===== config.mk =====
export PLATFORM = sky130hd
export DESIGN_NAME = lsu_ram_initiator
export DESIGN_NICKNAME = d
export VERILOG_FILES = /design/src/rtl/lsu_pkg.sv /design/src/rtl/lsu_byte_lane.sv /design/src/rtl/lsu_ram_initiator.sv
export SDC_FILE = /design/constraint.sdc
export NUM_CORES = 1
export LEC_CHECK = 0
export ABC_AREA = 1
export ABC_CLOCK_PERIOD_IN_PS = 2040
export CORE_MARGIN = 2
export CORE_UTILIZATION = 50
export DETAILED_ROUTE_END_ITERATION = 8
export DONT_BUFFER_PORTS = 1
export GPL_ROUTABILITY_DRIVEN = 0
export GPL_TIMING_DRIVEN = 0
export HOLD_SLACK_MARGIN = 0.02
export PLACE_DENSITY_LB_ADDON = 0.25
export SLEW_MARGIN = 20
export SYNTH_ARGS = -nofsm -noshare
export SYNTH_HDL_FRONTEND = slang
export SYNTH_SLANG_ARGS = --single-unit

===== constraint.sdc =====
create_clock -name clk -period 2.04 [get_ports clk]
set_clock_uncertainty 0.1 [all_clocks]
set_input_delay 0.204 -clock clk [delete_from_list [all_inputs] [get_ports clk]]
set_output_delay 0.204 -clock clk [all_outputs]
set_load 0.01 [all_outputs]

===== src/rtl/lsu_pkg.sv =====
// lsu_pkg: shared encodings for the LSU RAM initiator.
// Access sizes, FSM state codes and byte-lane masks.
package lsu_pkg;

  typedef enum logic [1:0] {
    SZ_B    = 2'd0,
    SZ_H    = 2'd1,
    SZ_W    = 2'd2,
    SZ_RSVD = 2'd3
  } size_e;

  typedef logic [1:0] state_t;

  localparam state_t IDLE   = 2'd0;
  localparam state_t RMW_RD = 2'd1;
  localparam state_t RMW_WR = 2'd2;

  localparam logic [31:0] BYTE_MASK = 32'h0000_00ff;
  localparam logic [31:0] HALF_MASK = 32'h0000_ffff;
  localparam logic [31:0] WORD_MASK = 32'hffff_ffff;

endpackage


===== src/rtl/lsu_byte_lane.sv =====
// lsu_byte_lane: little-endian lane extract/extend for loads
// and lane merge for stores; purely combinational.
module lsu_byte_lane
  import lsu_pkg::*;
(
  input  logic [31:0] word,
  input  logic [1:0]  lane,
  input  logic [1:0]  size,
  input  logic        zext,
  input  logic [31:0] wdata,
  output logic [31:0] ldata,
  output logic [31:0] merged
);

  logic [4:0]  sh;
  logic [31:0] shifted;
  logic [31:0] mask;

  assign sh      = {lane, 3'b000};
  assign shifted = word >> sh;

  always_comb begin
    ldata = '0;
    mask  = '0;
    case (size)
      SZ_B: begin
        ldata = {{24{~zext & shifted[7]}}, shifted[7:0]};
        mask  = BYTE_MASK << sh;
      end
      SZ_H: begin
        ldata = {{16{~zext & shifted[15]}}, shifted[15:0]};
        mask  = HALF_MASK << sh;
      end
      SZ_W: begin
        ldata = word;
        mask  = WORD_MASK;
      end
      default: ;
    endcase
  end

  // Word stores fall out of the same merge with a full mask.
  assign merged = (word & ~mask) | ((wdata << sh) & mask);

endmodule


===== src/rtl/lsu_ram_initiator.sv =====
// lsu_ram_initiator: valid/ready load/store front end for a word RAM.
// Define LSU_RMW_EN to build read-modify-write sub-word stores.
module lsu_ram_initiator
  import lsu_pkg::*;
#(
  parameter int DATA_WIDTH = 32,
  parameter int ADDR_WIDTH = 7,
  parameter int TAG_WIDTH  = 4
) (
  input  logic                  clk,
  input  logic                  rst,
  input  logic                  req_valid,
  output logic                  req_ready,
  input  logic                  req_we,
  input  logic [1:0]            req_size,
  input  logic                  req_unsigned,
  input  logic [31:0]           req_addr,
  input  logic [31:0]           req_wdata,
  input  logic [TAG_WIDTH-1:0]  req_tag,
  output logic                  rsp_valid,
  input  logic                  rsp_ready,
  output logic [31:0]           rsp_rdata,
  output logic [TAG_WIDTH-1:0]  rsp_tag,
  output logic                  rsp_err,
  output logic [DATA_WIDTH-1:0] mem_data,
  output logic [ADDR_WIDTH-1:0] mem_addr,
  output logic                  mem_we,
  input  logic [DATA_WIDTH-1:0] mem_q
);

  state_t      state;
  logic        accept;
  logic        err;
  logic        word_wr;
  logic [31:0] lane_word;
  logic [31:0] lane_wdata;
  logic [1:0]  lane_sel;
  logic [1:0]  lane_size;
  logic [31:0] ldata;
  logic [31:0] merged;

  assign req_ready = (state == IDLE) && (!rsp_valid || rsp_ready);
  assign accept    = req_valid && req_ready;

  always_comb begin
    err = (req_addr[31:ADDR_WIDTH+2] != '0);
    case (req_size)
      SZ_H:    if (req_addr[0]) err = 1'b1;
      SZ_W:    if (req_addr[1:0] != 2'b00) err = 1'b1;
      SZ_RSVD: err = 1'b1;
      default: ;
    endcase
`ifndef LSU_RMW_EN
    if (req_we && (req_size != SZ_W)) err = 1'b1;
`endif
  end

  assign word_wr = accept && req_we && (req_size == SZ_W) && !err;

`ifdef LSU_RMW_EN
  logic [ADDR_WIDTH-1:0] idx_q;
  logic [1:0]            lane_q;
  logic [1:0]            size_q;
  logic [15:0]           wdata_q;
  logic [31:0]           merge_q;
  logic                  in_wr;

  assign in_wr      = (state == RMW_WR);
  assign lane_word  = in_wr ? merge_q : mem_q;
  assign lane_sel   = in_wr ? lane_q : req_addr[1:0];
  assign lane_size  = in_wr ? size_q : req_size;
  assign lane_wdata = in_wr ? {16'h0000, wdata_q} : req_wdata;
  assign mem_addr   = (state == IDLE) ? req_addr[ADDR_WIDTH+1:2] : idx_q;
  assign mem_we     = (state == IDLE) ? word_wr : in_wr;
`else
  assign lane_word  = mem_q;
  assign lane_sel   = req_addr[1:0];
  assign lane_size  = req_size;
  assign lane_wdata = req_wdata;
  assign mem_addr   = req_addr[ADDR_WIDTH+1:2];
  assign mem_we     = word_wr;
`endif

  lsu_byte_lane u_lane (
    .word   (lane_word),
    .lane   (lane_sel),
    .size   (lane_size),
    .zext   (req_unsigned),
    .wdata  (lane_wdata),
    .ldata  (ldata),
    .merged (merged)
  );

  assign mem_data = merged;

  always_ff @(posedge clk or posedge rst) begin
    if (rst) begin
      state     <= IDLE;
      rsp_valid <= 1'b0;
      rsp_rdata <= '0;
      rsp_tag   <= '0;
      rsp_err   <= 1'b0;
`ifdef LSU_RMW_EN
      idx_q     <= '0;
      lane_q    <= '0;
      size_q    <= '0;
      wdata_q   <= '0;
      merge_q   <= '0;
`endif
    end else begin
      if (rsp_valid && rsp_ready) rsp_valid <= 1'b0;
      case (state)
        IDLE: begin
          if (accept) begin
            rsp_tag   <= req_tag;
            rsp_err   <= err;
            rsp_rdata <= (err || req_we) ? '0 : ldata;
            rsp_valid <= 1'b1;
`ifdef LSU_RMW_EN
            // Sub-word store: response deferred until the merge is written.
            if (!err && req_we && (req_size != SZ_W)) begin
              rsp_valid <= 1'b0;
              idx_q     <= req_addr[ADDR_WIDTH+1:2];
              lane_q    <= req_addr[1:0];
              size_q    <= req_size;
              wdata_q   <= req_wdata[15:0];
              state     <= RMW_RD;
            end
`endif
          end
        end
`ifdef LSU_RMW_EN
        RMW_RD: begin
          merge_q <= mem_q;
          state   <= RMW_WR;
        end
        RMW_WR: begin
          rsp_valid <= 1'b1;
          state     <= IDLE;
        end
`endif
        default: state <= IDLE;
      endcase
    end
  end

endmodule


==> results of run 1 <==
[stage by stage]
| step | setup slack, ns | total power, mW | util | cell area (µm²) | hold WS (ns) |
|---|---|---|---|---|---|
| finish | 0.117 | 2.29 | 0.560 | 4040 | 0.0295 |
| global route | 0.0100 | 2.41 | 0.560 | 4040 | 0.0285 |
| CTS | 0.00543 | 2.28 | 0.556 | 4010 | 0.0224 |
| detailed placement | 0.0722 | 1.49 | 0.529 | 3820 | 0.166 |
| global placement | 0.0916 | 1.48 | 0.529 | 3820 | 0.217 |
| floorplan | 0.352 | 1.35 | - | 3690 | 0.214 |
[placed cells by master (no fill, tap or decap), drive strengths merged]
| master | instances |
|---|---|
| nand2 | 248 |
| inv | 68 |
| nand3 | 56 |
| o21ai | 48 |
| buf | 40 |
| dfrtp | 38 |
| nand4 | 33 |
| nor2 | 28 |
| o211ai | 14 |
| clkbuf | 14 |
| a21oi | 9 |
| o22ai | 8 |
| nor3 | 8 |
| ha | 6 |
| dlygate4sd3 | 5 |
| bufinv | 2 |
| nand3b | 1 |
| a31oi | 1 |
| clkinv | 1 |
[power breakdown]
| group | leakage (nW) | total [mW] | internal, mW | switching [mW] |
|---|---|---|---|---|
| sequential | 0.516 | 0.832 | 0.788 | 0.0436 |
| combinational | 1.71 | 0.682 | 0.217 | 0.466 |
| clock | 0.0683 | 0.772 | 0.490 | 0.282 |
[worst min-delay path, stage by stage]
cell     delay [ns]
nor3_2         0.04
nand4_1        0.10
nand2_1        0.05
[repair_timing]
item,CTS,global route
pin swaps,0,1
endpoints found under the setup margin,1,14
hold buffers,5,0
resized for setup,2,7
setup buffers,0,2
hold endpoints to repair,42,0
[kinds of logic after synthesis]
family / after synthesis
fa+ha+maj: 6
compound gates: 80
simple gates: 374
flops: 38
buf+inv: 115
[worst max-delay path by stage]
| stage | from | end | slack, ns |
|---|---|---|---|
| finish | req_size[1] | mem_data[13] | 0.12 |
| global route | req_size[1] | mem_data[28] | 0.01 |
| CTS | rsp_valid | mem_we | 0.005 |
| detailed placement | req_size[1] | mem_data[10] | 0.07 |
| global placement | req_size[1] | mem_data[10] | 0.09 |
| floorplan | req_size[1] | mem_data[16] | 0.35 |
[per-layer routing]
metal  part of all wire  up-vias  GRT usage
met4              0.015        0     0.0731
li1                   -     2001          -
met3               0.13       15      0.111
met2               0.47      249      0.513
met5                  0        -          0
met1               0.39     1874      0.364
[synth_stat cells (3+ instances only)]
cell type,number,area [µm²]
nand2_1,246,923
inv_1,66,248
nand3_1,53,265
o21ai_0,45,225
dfrtp_1,38,951
nand4_1,33,206
nor2_1,27,101
buf_2,16,80.1
o211ai_1,14,105
buf_4,11,82.6
buf_6,10,113
a21oi_1,9,45.0
clkbuf_1,8,30.0
o22ai_1,8,50.1
nor3_1,7,35.0
ha_1,6,75.1
nand3_2,3,30.0
o21ai_2,3,26.3
[state kept, by name (all words and copies together) (netlist names)]
name       count
rsp_rdata     32
rsp_err        1
rsp_tag        4
rsp_valid      1
[cell type report]
class | count | area share
well taps | 99 | 0.0307
repair buffers | 7 | 0.0192
clock buffers | 5 | 0.0170
flip-flops and latches | 38 | 0.235
multi-input cells | 460 | 0.539
clock inverters | 3 | 0.0170
inverters | 68 | 0.0638
plain buffers | 47 | 0.0784
==> impl_results.md, run 1 <==
- Status: complete, no violations
- DIE WIDTH: 90.0 µm
- Post-synth EDFFs: 0
- Multiplexer area fraction after synthesis: 0
- Layout area overhead: 9.38%
- Largest net degree at the start of global routing: 39
- Clk_lat worst skew: 0.30 ns
- Hold endpoint: rsp_rdata[10]
- Max FO, Critical Path: 10
- Syn Nets: 727
- Slowest stage delay, CP: 0.38 ns
- CP dominant cell by count: nand2_1
- Cells on worst reg2reg path: 6
- Power density of the placed cells: 566 mW/mm²
- Sum of negative setup slack: 0 ns
- Die Height: 90.0 µm
- Total CTS buffers: 5
- Max-slew violation count: 0
- Final min period: 1.92 ns
- 1st-iter DRT viols: 296
- # clock sinks: 38
- Max-cap violations: 0
- # IOs: 187
- First-pass GRT wire length: 19.6 mm
- Synthesized flop and latch total: 38
- Yosys cell types: 28
- Simple-Gate Fraction of Synth Area: 0.439
- FF+latch area: 951 µm²
- Total track usage: 0.301
- Initial Util: 0.512
- Multi-input gate area: 0.00218 mm²
- Input/output buffers: 0
- Fraction of layout cells with a size suffix above 1: 0.107
- CP Class: input pin to primary output
- Slew headroom: 0.491
- WL/cell: 16.9 µm
- Crit. End Element: primary output
- Clk slew on worst S/H paths: 0.08 ns
- CTS root buf: clkbuf_8
- Leakage Power: 2.30 nW
- XOR/XNOR Fraction of Synth Area: 0
- VDD IR max: 0.000329 V
- FILL cells: 760
- Critical Path, Cell by Cell: inv_1, ha_1, inv_2, nand2_1, nand3_1, nand2_1, buf_2, o21ai_0
- Routed Antenna Nets: 0
- Sequential-to-total area share from yosys stat: 0.257
- Area share of fa/ha/maj cells after synthesis: 0.0203
- CP arrival: 1.62 ns
- Via density: 5.69
- Global route total overflow: 0
- CTS tree: yes
- Setup violators final: 0
- Synth Cell Area: 0.00369 mm²
- Standard-cell rows: 31
- CP Launch Type: input pin
- Die area: 0.00809 mm²
- Initial antenna violation count: 0
- CP delay by family, top: buffers and inverters
- Compound-Gate Fraction of Synth Area: 0.128
- Stages on worst setup path: 8
- RSZ-0062 raised after global routing: false
- Residual DRC: 0
- RR Startpoint: rsp_valid
- Period Utilization, post-route: 0.942
- Clock Tree Buf Depth: 2
- Largest family of logic cells by synthesized area: simple AND/OR/NAND/NOR gates
- Placed Instances: 712
- FFs w/ async S/R, synth: 1.00
- Post-detail-place hpwl: 9.96 mm
- Final std cells w/o fill: 727
- Prevailing post-synth register cell: dfrtp_1
- DR vias: 4,139
- Final net count: 741
- Final Hold Fails: 0
- CP max stage cell: o21ai_0
- Final WL: 12.3 mm
- Required @ worst endpoint: 1.74 ns
- Vias in the first global route: 3,948
- Worst path buffer plus inverter count: 3
- 1st-pass router iterations: 5
- Synth Warn #: 0
- Hold path depth: 3
- Cell count after synthesis: 613
- Worst min path class: input pin to flip-flop
- Hold Crit Start: req_we
- N_diodes: 0
- Worst-Margin Slew: 0.762 ns
- Mapped Avg Cell Area: 6.03 µm²
- Reg-to-reg endpoint: rsp_rdata[29]
- CTS H-tree lvls: 2
- Fmax: 520 MHz
- Core Region: 0.00721 mm²
- Reg2Reg Setup Slack: 0.43 ns
Note: power is estimated with default switching activity, not from simulation.
==> inputs of run 2 (changes only) <==
--- a/config.mk
+++ b/config.mk
@@ -15,6 +15,7 @@
 export GPL_TIMING_DRIVEN = 0
 export HOLD_SLACK_MARGIN = 0.02
 export PLACE_DENSITY_LB_ADDON = 0.25
+export SETUP_SLACK_MARGIN = 0.15
 export SLEW_MARGIN = 20
 export SYNTH_ARGS = -nofsm -noshare
 export SYNTH_HDL_FRONTEND = slang
==> run 2 against run 1 <==
  * Flip-flop and latch count unchanged
  * Via count up 1.3%
  * Global-route usage up 0.072 points
  * Critical path type unchanged
  * Largest power group unchanged
  * Critical endpoint is now mem_data[21]
  * Final cell count unchanged
  * Design area up 0.59%
  * Die area unchanged
  * Clock-buffer cell count unchanged
  * Worst setup slack better by 0.090 ns
  * Hold slack worse by 0.00096 ns
==> impl_results.md, run 2 (same netlist as run 1, synthesis figures left out) <==
- Most common cell after layout, fill and taps aside: nand2_1
- Standard-cell rows: 31 (unchanged)
- Reg2Reg Setup Slack: 0.42 ns (about the same)
- FILL cells: 760 (unchanged)
- Reg with most FFs: rsp_rdata
- CP delay by family, top: compound AO/OA/AOI/OAI gates
- WL/cell: 16.9 µm (+0.13%)
- Post-detail-place hpwl: 9.96 mm (unchanged)
- Leakage Power: 2.30 nW (+0.26%)
- 1st-iter DRT viols: 319 (+7.8%)
- Fmax: 546 MHz (+4.9%)
- FF+latch area: 951 µm² (unchanged)
- Max FO, Critical Path: 9 (-1)
- Die Height: 90.0 µm (unchanged)
- Critical Path, Cell by Cell: inv_1, ha_2, inv_2, nor2_4, nand2_1, a31oi_4, buf_12, nand2_1, o21ai_1
- Final net count: 741 (unchanged)
- Routed Antenna Nets: 0 (unchanged)
- Max-slew violation count: 0 (unchanged)
- Clock Tree Buf Depth: 2 (unchanged)
- # clock sinks: 38 (unchanged)
- Global route total overflow: 0 (unchanged)
- Status: complete, no violations
- Top flop regs: rsp_rdata x32, rsp_tag x4
- Fraction of layout cells with a size suffix above 1: 0.115 (+0.00796)
- Vias in the first global route: 3,969 (+0.53%)
- Via density: 5.76 (+1.3%)
- Input/output buffers: 0 (unchanged)
- Global route hottest layer: met2
- Hold path depth: 3 (unchanged)
- First-pass GRT wire length: 19.7 mm (+0.24%)
- Stages on worst setup path: 9 (+1)
- RSZ-0062 raised after global routing: false
- Layout area overhead: 10.0%
- Reg-to-reg endpoint: rsp_rdata[13]
- Hold Crit Start: req_we
- Worst-Margin Slew: 0.764 ns (+0.00125 ns)
- CP Launch Type: input pin
- Final Hold Fails: 0 (unchanged)
- Worst path buffer plus inverter count: 3 (unchanged)
- Met3 Usage GRT: 0.111 (unchanged)
- RR Startpoint: rsp_valid
- Residual DRC: 0 (unchanged)
- End of the critical path: mem_data[21]
- Worst Setup SP: req_size[1]
- CTS H-tree lvls: 2 (unchanged)
- Cells on worst reg2reg path: 6 (unchanged)
- Die area: 0.00809 mm² (unchanged)
- 1st-pass router iterations: 5 (unchanged)
- Largest net degree at the start of global routing: 39 (unchanged)
- Met1 Track Usage GR: 0.364 (unchanged)
- Final WL: 12.3 mm (+0.13%)
- Core Region: 0.00721 mm² (unchanged)
- Most frequent cells in the layout: nand2_1 (242), inv_1 (64), nand3_1 (53)
- Required @ worst endpoint: 1.74 ns (about the same)
- DIE WIDTH: 90.0 µm (unchanged)
- Period Utilization, post-route: 0.898 (-0.0440)
- # IOs: 187 (unchanged)
- M2 GR Usage: 0.516 (+0.00253)
- Slowest stage delay, CP: 0.25 ns (-0.13 ns)
- CP Class: input pin to primary output
- Total CTS buffers: 5 (unchanged)
- Crit. End Element: primary output
- Clk_lat worst skew: 0.30 ns (about the same)
- VDD IR max: 0.000330 V (+0.24%)
- Total track usage: 0.302 (+0.000716)
- Final min period: 1.83 ns (-0.0897 ns)
- DR vias: 4,191 (+1.3%)
- N_diodes: 0 (unchanged)
- Worst min path class: input pin to flip-flop
- Tot Pwr: 2.30 mW (+0.49%)
- Largest register FFs: 32 (unchanged)
- CTS tree: yes
- CTS root buf: clkbuf_8
- Multi-input gate area: 0.00219 mm² (+0.52%)
- Max-cap violations: 0 (unchanged)
- Slew headroom: 0.490 (-0.000835)
- Power density of the placed cells: 565 mW/mm² (-0.10%)
- Initial antenna violation count: 0 (unchanged)
- CP dominant cell by count: nand2_1
- Clk slew on worst S/H paths: 0.08 ns (about the same)
- CP max stage cell: ha_2
- Sum of negative setup slack: 0 ns (unchanged)
- Setup violators final: 0 (unchanged)
- CP arrival: 1.53 ns (-0.09 ns)
- Initial Util: 0.512 (unchanged)
[run 2: how the worst min path moves through the flow]
stage / end / slack, ns
finish: rsp_rdata[10] / 0.03
global route: rsp_rdata[10] / 0.03
CTS: rsp_rdata[10] / 0.02
detailed placement: rsp_rdata[31] / 0.17
global placement: rsp_tag[2] / 0.22
floorplan: rsp_tag[0] / 0.21
[run 2: routing by layer]
metal	vias up	part of all wire
met5	-	0
met4	0	0.026
met2	242	0.47
met3	29	0.13
met1	1920	0.38
li1	2000	-
[run 2: timing repair]
item / CTS / global route
pin swaps: 2 / 2
setup buffers: 2 / 0
endpoints found under the setup margin: 14 / 19
hold buffers: 5 / 0
hold endpoints to repair: 42 / 0
gates resized for setup: 9 / 22
[run 2: per-stage QoR]
step	util	hold WS, ns	setup WS [ns]	instance area [µm²]	cells
after floorplan	-	0.214	0.352	3690	613
after global placement	0.529	0.217	0.0916	3820	712
after detailed placement	0.529	0.166	0.0722	3820	712
after CTS	0.560	0.0224	0.135	4040	727
after global routing	0.563	0.0311	0.148	4060	727
final	0.563	0.0286	0.207	4060	727
[run 2: area by class of cell]
cell class / count / share of cell area
multi-input combinational: 460 / 0.538
sequential: 38 / 0.234
buffer: 47 / 0.0804
inverter: 68 / 0.0640
tap: 99 / 0.0305
timing repair buffer: 7 / 0.0191
clock buffer: 5 / 0.0169
clock inverter: 3 / 0.0169
[run 2: power breakdown]
group | switching, mW | internal (mW) | leakage, nW
clock network | 0.282 | 0.490 | 0.0683
registers | 0.0439 | 0.788 | 0.516
logic | 0.470 | 0.223 | 1.72
[run 2: tightest hold or removal path: stages]
cell     delay [ns]
nor3_2         0.05
nand4_1        0.10
nand2_1        0.05
==> inputs of run 3 (changes only) <==
--- a/config.mk
+++ b/config.mk
@@ -8,7 +8,7 @@
 export ABC_AREA = 1
 export ABC_CLOCK_PERIOD_IN_PS = 2040
 export CORE_MARGIN = 2
-export CORE_UTILIZATION = 50
+export CORE_UTILIZATION = 65
 export DETAILED_ROUTE_END_ITERATION = 8
 export DONT_BUFFER_PORTS = 1
 export GPL_ROUTABILITY_DRIVEN = 0
@@ -19,4 +19,5 @@
 export SLEW_MARGIN = 20
 export SYNTH_ARGS = -nofsm -noshare
 export SYNTH_HDL_FRONTEND = slang
+export SYNTH_HIERARCHICAL = 1
 export SYNTH_SLANG_ARGS = --single-unit
==> run 3 against run 2 <==
  * Clock-buffer cell count stayed put
  * Sequential power is 1% higher
  * Sequential share of layout area is 0.53 points lower
  * Critical endpoint is now mem_we
  * Largest power group unchanged
==> impl_results.md, run 3 <==
- Status: complete, no violations
- CP dominant cell by count: nand2_2
- Prevailing post-synth register cell: dfrtp_1
- Total CTS buffers: 5 (unchanged)
- Final std cells w/o fill: 766 (+5.4%)
- Post-synth EDFFs: 0 (unchanged)
- 1st-pass router iterations: 8 (+3)
- Fin util: 0.707 (+0.143)
- Die Height: 81.8 µm (-9.1%)
- Fraction of layout cells with a size suffix above 1: 0.107 (-0.00756)
- Worst min path class: input pin to flip-flop
- Critical Path, Cell by Cell: nand2_2, nand2_2, inv_2, nand3_1, nor2_1
- CTS H-tree lvls: 2 (unchanged)
- Top flop regs: rsp_rdata x32, rsp_tag x4
- CTS root buf: clkbuf_8
- 1st-iter DRT viols: 623 (+95%)
- Clk_lat worst skew: 0.29 ns (about the same)
- Max-cap violations: 0 (unchanged)
- Yosys top cell by area: nand2_1
- Routed Antenna Nets: 0 (unchanged)
- Core Region: 0.00589 mm² (-18%)
- Worst-Margin Slew: 0.765 ns (+0.00124 ns)
- Tot Pwr: 2.06 mW (-10%)
- Via density: 6.17 (+7.0%)
- Post-route cell area: 0.00416 mm² (+2.3%)
- FFs w/ async S/R, synth: 1.00 (unchanged)
- Initial antenna violation count: 0 (unchanged)
- Global route total overflow: 0 (unchanged)
- Slowest stage delay, CP: 0.42 ns (+0.17 ns)
- N_diodes: 0 (unchanged)
- Power density of the placed cells: 494 mW/mm² (-13%)
- CP arrival: 1.42 ns (-0.11 ns)
- Yosys cell types: 27 (-3.6%)
- # IOs: 187 (unchanged)
- Total track usage: 0.370 (+0.0680)
- Most frequent cells in the layout: nand2_1 (259), inv_1 (81), nor2_1 (66)
- CP Launch Type: flip-flop
- WL/cell: 16.5 µm (-2.6%)
- Count leader, synth: nand2_1
- Layout area overhead: 5.73%
- Syn Nets: 790 (+8.7%)
- Worst setup margin: 0.315 ns (+0.108 ns)
- Final min period: 1.72 ns (-0.108 ns)
- Largest net degree at the start of global routing: 39 (unchanged)
- Input/output buffers: 0 (unchanged)
- Mapped Avg Cell Area: 5.79 µm² (-3.8%)
- Clk slew on worst S/H paths: 0.07 ns (about the same)
- Die area: 0.00669 mm² (-17%)
- # clock sinks: 38 (unchanged)
- Max FO, Critical Path: 9 (unchanged)
- Period Utilization, post-route: 0.846 (-0.0529)
- Most common cell after layout, fill and taps aside: nand2_1
- Synth Cell Area: 0.00393 mm² (+6.5%)
- First-pass GRT wire length: 19.5 mm (-1.2%)
- Post-detail-place hpwl: 9.75 mm (-2.1%)
- DIE WIDTH: 81.8 µm (-9.1%)
- Final net count: 802 (+8.2%)
- Placed Instances: 754 (+5.9%)
- Initial Util: 0.668 (+0.156)
- Synth Warn #: 6 (+6)
- RSZ-0062 raised after global routing: false
- Leakage Power: 2.38 nW (+3.3%)
- Largest register FFs: 32 (unchanged)
- Worst Hold Margin: 0.0385 ns (+0.00998 ns)
- Final WL: 12.6 mm (+2.7%)
- Slew headroom: 0.489 (-0.000826)
- Sum of negative setup slack: 0 ns (unchanged)
- CP Class: flip-flop to primary output
- Top-area cell type share of the netlist area: 0.248 (-0.00936)
- Setup slack at placement: 0.349 ns (+0.277 ns)
- Clock Tree Buf Depth: 2 (unchanged)
- Crit. End Element: primary output
- Sequential-to-total area share from yosys stat: 0.242 (-0.0157)
- Top post-synthesis cells by count: nand2_1 (260), inv_1 (83), nor2_1 (66)
- Synthesized flop and latch total: 38 (unchanged)
- Max-slew violation count: 0 (unchanged)
- DP Area: 0.00403 mm² (+5.5%)
- Standard-cell rows: 28 (-9.7%)
- Synth top area cells: nand2_1 (25%), dfrtp_1 (24%), inv_1 (7.9%)
- Cell count after synthesis: 679 (+11%)
- Vias in the first global route: 4,224 (+6.4%)
- Required @ worst endpoint: 1.74 ns (about the same)
- Reg with most FFs: rsp_rdata
- DR vias: 4,726 (+13%)
- Setup violators final: 0 (unchanged)
- Final Hold Fails: 0 (unchanged)
- VDD IR max: 0.000520 V (+58%)
- Fmax: 580 MHz (+6.3%)
- CP max stage cell: dfrtp_1
- CTS tree: yes
- Residual DRC: 0 (unchanged)
[run 3: cell count changes after synthesis, moves of 9 or more]
| cell | previous run | this run |
|---|---|---|
| nand2_1 | 246 | 260 |
| nor2_1 | 27 | 66 |
| inv_1 | 66 | 83 |
| nand2_2 | 1 | 10 |
| o21ai_1 | 0 | 10 |
| o21ai_0 | 45 | 35 |
[run 3: routing by layer]
layer | global-route usage | wire, µm
met1 | 0.474 | 4540
met2 | 0.601 | 5790
met3 | 0.0967 | 1850
met4 | 0.135 | 446
met5 | 0 | 0
[run 3: timing repair]
| action | 4_1_cts | 5_1_grt |
|---|---|---|
| setup buffers | 0 | 0 |
| endpoints found under the hold margin | 42 | 0 |
| hold buffers | 5 | 0 |
| setup endpoints to repair | 0 | 1 |
| resized for setup | 0 | 2 |
[run 3: final timing paths]
| kind | startpoint | slack [ns] | cells after the start | end |
|---|---|---|---|---|
| worst max-delay path | rsp_valid | 0.32 | 5 | mem_we |
| worst min-delay path | rsp_ready | 0.04 | 3 | rsp_valid |
| worst max register to register | rsp_valid | 0.63 | 6 | rsp_rdata[12] |
| worst min register to register | rsp_rdata[7] | 0.45 | 2 | rsp_rdata[7] |
| max in group asynchronous | rst | 0.94 | 2 | rsp_rdata[8] |
| min in group asynchronous | rst | 0.41 | 2 | rsp_rdata[22] |
[run 3: worst max-delay path: cells and delay by family, from the launching register on]
kind / cells / cell delay, ns
simple gates: 4 / 0.57
flops: 1 / 0.42
buf+inv: 1 / 0.14
[run 3: report_power, final]
part	leakage (nW)	switching, mW	internal, mW
clock network	0.0438	0.256	0.229
logic	1.82	0.491	0.236
registers	0.515	0.0499	0.794
total	2.38	0.797	1.26
[run 3: layout make-up]
type                            count  area (µm²)
Multi-Input combinational cell    510        2320
Fill cell                         543        1730
Sequential cell                    38         951
Buffer                             43         332
Inverter                           88         330
Tap cell                           75        93.8
Clock buffer                        5        68.8
Timing Repair Buffer                5        50.0
Clock inverter                      2        10.0
[run 3: kinds of logic (layout without fill, tap and decap cells)]
| group | after synthesis | in the layout | share of synthesized area |
|---|---|---|---|
| AO/OA/AOI/OAI | 73 | 73 | 0.104 |
| adder cells (fa/ha/maj) | 3 | 3 | 0.00954 |
| buffers and inverters | 131 | 143 | 0.168 |
| flip-flops | 38 | 38 | 0.242 |
| AND/OR/NAND/NOR | 434 | 434 | 0.476 |
